<file path="src/rtl/aesl_deadlock_report_arbiter.sv">
// ---------------------------------------------------------------------------
// aesl_deadlock_report_arbiter
//
// Purpose:
//   Collects the block flags of the per-instance deadlock monitors in the
//   co-simulation testbench. Each flag only counts while its instance is not
//   idle, and it must persist for THRESH consecutive cycles before it is
//   confirmed. Confirmed deadlocks are latched as pending and are then sent,
//   one at a time in round-robin order, over a valid/ready report channel.
//   A single registered global block flag summarises the arbiter state.
//
// Optional feature (compile-time macro):
//   AESL_DEADLOCK_TIMESTAMP_EN - builds a 32-bit free-running cycle counter.
//     report_time is loaded from it when a report is launched. Without the
//     macro the counter is not built and report_time stays 0.
//
// Ports:
//   clock         in   1        single clock, all logic on posedge
//   reset         in   1        synchronous, active-high
//   mon_block     in   NUM_MON  block output of each sub-monitor
//   mon_idle      in   NUM_MON  idle flag of the instance each monitor watches
//   report_ready  in   1        consumer accepts the current report
//   report_valid  out  1        a confirmed deadlock report is presented
//   report_idx    out  IDX_W    index of the reported monitor
//   report_time   out  32       cycle stamp of the report (0 without timestamps)
//   block         out  1        OR of all pending confirmations and the active report
// ---------------------------------------------------------------------------
module aesl_deadlock_report_arbiter #(
    parameter int NUM_MON = 4,
    parameter int IDX_W   = 2,
    parameter int THRESH  = 16,
    parameter int CNT_W   = 16
) (
    input  logic               clock,
    input  logic               reset,
    input  logic [NUM_MON-1:0] mon_block,
    input  logic [NUM_MON-1:0] mon_idle,
    input  logic               report_ready,
    output logic               report_valid,
    output logic [IDX_W-1:0]   report_idx,
    output logic [31:0]        report_time,
    output logic               block
);

    typedef enum logic {
        S_IDLE,
        S_REPORT
    } state_t;

    localparam logic [CNT_W-1:0] THRESH_C    = CNT_W'(THRESH);
    localparam logic [CNT_W-1:0] THRESH_M1   = CNT_W'(THRESH - 1);
    localparam logic [IDX_W-1:0] LAST_IDX    = IDX_W'(NUM_MON - 1);
    localparam logic [IDX_W:0]   NUM_MON_EXT = (IDX_W + 1)'(NUM_MON);

    state_t             state;
    logic [IDX_W-1:0]   rr_ptr;
    logic [NUM_MON-1:0] pending;
    logic [NUM_MON-1:0] pending_nxt;
    logic [NUM_MON-1:0] qual;
    logic [NUM_MON-1:0] confirm;
    logic [NUM_MON-1:0] clear;
    logic [CNT_W-1:0]   cnt [NUM_MON];
    logic               handshake;
    logic               valid_nxt;
    logic [IDX_W-1:0]   winner;
    logic [31:0]        ts_now;

    // A monitor's block flag is meaningless while its instance is idle.
    assign qual      = mon_block & ~mon_idle;
    assign handshake = (state == S_REPORT) && report_ready;

    // Value report_valid will take after the coming edge; lets the registered
    // block flag line up with the pending/report state it summarises.
    assign valid_nxt = (state == S_IDLE) ? (|pending) : ~report_ready;

    // -----------------------------------------------------------------------
    // Cycle stamp source
    // -----------------------------------------------------------------------
`ifdef AESL_DEADLOCK_TIMESTAMP_EN
    logic [31:0] cycle_cnt;

    always_ff @(posedge clock) begin
        if (reset) begin
            cycle_cnt <= '0;
        end else begin
            cycle_cnt <= cycle_cnt + 32'd1;
        end
    end

    assign ts_now = cycle_cnt;
`else
    assign ts_now = '0;
`endif

    // -----------------------------------------------------------------------
    // Persistence counters: count qualified cycles, saturate at THRESH and
    // clear as soon as the qualified flag drops (this is the re-arm path).
    // -----------------------------------------------------------------------
    // NOTE: state registers use non-blocking assignments so every always_ff
    // samples the pre-edge values of the others, independent of block order.
    always_ff @(posedge clock) begin
        for (int i = 0; i < NUM_MON; i++) begin
            if (reset) begin
                cnt[i] <= '0;
            end else if (!qual[i]) begin
                cnt[i] <= '0;
            end else if (cnt[i] != THRESH_C) begin
                cnt[i] <= cnt[i] + 1'b1;
            end
        end
    end

    // Confirm fires only on the THRESH-1 -> THRESH step, so a saturated
    // counter can never confirm a second time. The handshake clear of the
    // reported index takes priority over any confirm of that index.
    // NOTE: every combinational output gets a default first so no path
    // leaves it unassigned and no latch is inferred.
    always_comb begin
        confirm = '0;
        clear   = '0;
        for (int i = 0; i < NUM_MON; i++) begin
            confirm[i] = qual[i] && (cnt[i] == THRESH_M1);
            clear[i]   = handshake && (report_idx == IDX_W'(i));
        end
        pending_nxt = (pending | confirm) & ~clear;
    end

    // -----------------------------------------------------------------------
    // Round-robin pick: first pending index at or after rr_ptr, wrapping.
    // -----------------------------------------------------------------------
    always_comb begin
        logic [IDX_W:0] cand;
        logic           found;
        winner = '0;
        found  = 1'b0;
        cand   = '0;
        for (int j = 0; j < NUM_MON; j++) begin
            cand = {1'b0, rr_ptr} + (IDX_W + 1)'(j);
            if (cand >= NUM_MON_EXT) begin
                cand = cand - NUM_MON_EXT;
            end
            for (int i = 0; i < NUM_MON; i++) begin
                if (!found && pending[i] && (cand == (IDX_W + 1)'(i))) begin
                    found  = 1'b1;
                    winner = IDX_W'(i);
                end
            end
        end
    end

    // -----------------------------------------------------------------------
    // Report FSM with registered outputs
    // -----------------------------------------------------------------------
    always_ff @(posedge clock) begin
        if (reset) begin
            state        <= S_IDLE;
            rr_ptr       <= '0;
            pending      <= '0;
            report_valid <= 1'b0;
            report_idx   <= '0;
            report_time  <= '0;
            block        <= 1'b0;
        end else begin
            pending <= pending_nxt;
            block   <= (|pending_nxt) | valid_nxt;
            case (state)
                S_IDLE: begin
                    if (|pending) begin
                        report_idx   <= winner;
                        report_time  <= ts_now;
                        report_valid <= 1'b1;
                        state        <= S_REPORT;
                    end
                end
                S_REPORT: begin
                    // Outputs hold until the consumer takes the report.
                    if (report_ready) begin
                        report_valid <= 1'b0;
                        rr_ptr       <= (report_idx == LAST_IDX) ? '0 : report_idx + 1'b1;
                        state        <= S_IDLE;
                    end
                end
                default: state <= S_IDLE;
            endcase
        end
    end

endmodule

</file>
<file path="config.mk">
export PLATFORM = sky130hd
export DESIGN_NAME = aesl_deadlock_report_arbiter
export DESIGN_NICKNAME = d
export VERILOG_FILES = /design/src/rtl/aesl_deadlock_report_arbiter.sv
export SDC_FILE = /design/constraint.sdc
export NUM_CORES = 1
export LEC_CHECK = 0
export CAP_MARGIN = 10
export CORE_ASPECT_RATIO = 0.9
export CORE_MARGIN = 5
export CORE_UTILIZATION = 45
export CTS_CLUSTER_DIAMETER = 80
export DETAILED_ROUTE_END_ITERATION = 6
export GPL_ROUTABILITY_DRIVEN = 1
export GPL_TIMING_DRIVEN = 0
export PLACE_DENSITY = 0.68
export SYNTH_ARGS = -nofsm -noshare
export SYNTH_HDL_FRONTEND = slang
export SYNTH_SLANG_ARGS = --single-unit
export TNS_END_PERCENT = 1
</file>
<file path="constraint.sdc">
create_clock -name clock -period 2.5 [get_ports clock]
set_clock_uncertainty 0.1 [all_clocks]
set_input_delay 0.5 -clock clock [delete_from_list [all_inputs] [get_ports clock]]
set_output_delay 0.5 -clock clock [all_outputs]
set_load 0.01 [all_outputs]
</file>
==> results of run 1 <==
-- flip-flops by register name, indices dropped and copies added (netlist names) --
signal	flops
cnt	64
pending	4
report_idx	2
rr_ptr	2
block	1
report_valid	1
state	1
-- power by group --
| group | leakage, nW | switching (mW) | internal [mW] |
|---|---|---|---|
| registers | 0.877 | 0.00398 | 1.34 |
| clock network | 0.113 | 0.444 | 0.616 |
| logic | 0.845 | 0.0558 | 0.0554 |
| total | 1.83 | 0.504 | 2.01 |
-- routing by layer --
metal  vias up  global-route usage (%)
met1      1503                    19.7
met4         0                    2.97
li1       1659                       -
met5         -                       0
met3         4                    4.01
met2        56                    22.0
-- cells by family after synthesis --
logic type / synth area share (%)
XOR/XNOR: 9.88
buffers and inverters: 8.25
AND/OR/NAND/NOR: 24.0
adder cells (fa/ha/maj): 3.39
other: 0.0846
flip-flops: 48.3
AO/OA/AOI/OAI: 6.07
-- worst max path at each step --
stage / start / endpoint / slack (ns)
final: cnt[3][12] / cnt[3][15] / 0.09
after global routing: cnt[1][8] / cnt[1][8] / 0.003
after CTS: cnt[3][13] / cnt[3][0] / 0.06
after detailed placement: cnt[3][13] / cnt[3][10] / -0.17
after global placement: cnt[3][12] / cnt[3][10] / -0.15
after floorplan: cnt[3][12] / cnt[3][0] / 0.04
-- layout by cell type (no fill, tap or decap), types with 2 or more instances in the layout --
master / count
inv_1: 21
a21oi_1: 16
xor2_1: 16
and3_1: 8
nand2_1: 25
nand3_1: 24
nand4_1: 13
clkbuf_8: 11
bufinv_16: 2
or4_1: 3
clkbuf_1: 8
ha_1: 12
or3_1: 9
dfxtp_1: 11
clkdlybuf4s50_1: 13
nor3_1: 15
or4_4: 2
a31oi_1: 2
nor3b_1: 2
buf_4: 32
o221ai_1: 2
edfxtp_1: 64
nor2_1: 71
and4_1: 4
nor4_1: 18
xnor2_1: 34
o21ai_0: 4
nand2b_1: 6
nor4bb_1: 2
a211o_1: 4
conb_1: 32
or2_2: 2
-- cell type report --
cell class                      count  area, um2  area share (%)
Tap cell                          126        158            3.10
Clock inverter                      4       72.6            1.43
Sequential cell                    75       2140            42.1
Inverter                           21       78.8            1.55
Buffer                             42        287            5.64
Multi-Input combinational cell    343       2060            40.5
Timing Repair Buffer               13        130            2.56
Clock buffer                       12        155            3.05
-- worst max-delay path: cells and delay by family, from the launching register on --
family | cells | cell delay, ns
flops | 1 | 0.45
simple gates | 3 | 1.59
-- through the flow --
step                instances  util (%)  hold slack [ns]  instance area [um2]  worst slack, ns
finish                    636      52.6            0.381                 5080           0.0882
global route              636      52.6            0.424                 5080          0.00258
CTS                       636      52.5            0.375                 5070           0.0586
detailed placement        620      50.1            0.355                 4830           -0.175
global placement          620      50.1            0.353                 4830           -0.153
floorplan                 481         -            0.359                 4550           0.0350
-- timing repair --
action	4_1_cts	5_1_grt
endpoints found under the setup margin	16	7
gates resized for setup	1	2
cloned	0	0
==> impl_metrics.env, run 1 <==
export IMPL_drcViolationCount=0
export IMPL_hold_violations=0
export IMPL_worstMarginPinSlew_ns=0.675
export IMPL_rsz0062_at_grt="no"
export IMPL_nNetsFinal=528
export IMPL_hold_path_class="reg -> reg"
export IMPL_cts_tree="done"
export IMPL_numPortBuffers=13
export IMPL_ys_flop_type="edfxtp_1"
export IMPL_grt_overflow=0
export IMPL_p_per_area_nw_per_um2=495
export IMPL_clock_sinks=75
export IMPL_setup_viol=0
export IMPL_yosysTopAreaCell="edfxtp_1"
export IMPL_finalWeightedCongestion=0.825
export IMPL_r2r_start="cnt[3][12]"
export IMPL_dieArea_um2=11900
export IMPL_cpMostUsedCell="or4_4"
export IMPL_wl_um=8400
export IMPL_path_class="reg -> reg"
export IMPL_peakVddDrop_uv=285
export IMPL_async_flop_share_pct=0
export IMPL_synth_edff_count=64
export IMPL_hold_path_end="report_valid"
export IMPL_core_um2=9660
export IMPL_end_kind="register"
export IMPL_cp_required_ns=2.47
export IMPL_clkLatencyLatePin_ns=0.35
export IMPL_wire_per_inst_um=13.2
export IMPL_grtUsageTotal_pct=14.1
export IMPL_reg2reg_depth=3
export IMPL_clk_pin_slew_worst_paths_ns=0.07
export IMPL_r2r_slack_ns=0.09
export IMPL_vias=3222
export IMPL_ioPinCount=47
export IMPL_htreeDepth=3
export IMPL_grt_max_degree=17
export IMPL_grt_antenna_before_repair=0
export IMPL_synth_cell_type_count=48
export IMPL_maxSlewViolCount=0
export IMPL_dr_wl_met3_um=368
export IMPL_cts_buffers=9
export IMPL_ys_seq_area_share_pct=48.3
export IMPL_slew_headroom_pct=55.0
export IMPL_rows=34
export IMPL_syn_avg_cell_area_um2=9.85
export IMPL_cts_setup_buffers=0
export IMPL_grt_pass1_vias=3059
export IMPL_area_delta_synth_final_pct=14.7
export IMPL_worstHoldStart="report_valid"
export IMPL_r2r_end="cnt[3][15]"
export IMPL_synth_most_common_cell="nor2_1"
export IMPL_layout_min_cycle_time_ns=2.41
export IMPL_path_cells="or4_4 -> or4_4 -> or3_4"
export IMPL_first_pass_iters=4
export IMPL_drt_iter0_markers=152
export IMPL_top_layer="met4"
export IMPL_fin_crit_sh_pct=96.5
export IMPL_hpwl_um=5920
export IMPL_cts_buffer_depth=2
export IMPL_antennaDiodeCount=0
export IMPL_grt_pass1_wl_um=14000
export IMPL_fmax_mhz=415
export IMPL_crit_fanout=16
export IMPL_synth_common_cells="nor2_1 (71), edfxtp_1 (64), xnor2_1 (34)"
export IMPL_die_x_um=115
export IMPL_viasPerCell=5.07
export IMPL_ys_top_cells_by_area="edfxtp_1 (43%), xnor2_1 (6.7%), nor2_1 (6.0%)"
export IMPL_postCtsHoldBufs=0
export IMPL_slowest_delay_ns=0.57
export IMPL_holdPathStages=2
export IMPL_synth_top_area_share_pct=43.4
export IMPL_ys_ff_latch=75
export IMPL_tns_ns=0
export IMPL_drive_above_1_share_pct=11.4
export IMPL_detail_route_antenna_nets=0
export IMPL_wl_met1_um=4140
export IMPL_start_kind="register"
export IMPL_root_buffer="clkbuf_8"
export IMPL_die_h_um=104
export IMPL_finalPower_mw=2.52
export IMPL_status="completed"
export IMPL_synth_area_um2=4430
export IMPL_postSynthCellCount=450
export IMPL_arrival_ns=2.38
export IMPL_p_leak_nw=1.83
export IMPL_drv_cap=0
export IMPL_yosys_warnings=0
export IMPL_slowest_stage="or4_4"
export IMPL_wl_met2_um=3830
export IMPL_fillers=878
export IMPL_initial_core_util_pct=45.9
Power figures use the tool's default switching activity.
==> run 2, diff against run 1 <==
- CTS_CLUSTER_SIZE: unset -> 10
==> results of run 2 <==
No change in the layout: final DEF, timing and power equal those of run 1.
==> run 3, diff against run 2 <==
- CAP_MARGIN: 10 -> unset
==> results of run 3 <==
No change in the layout: final DEF, timing and power equal those of run 1.
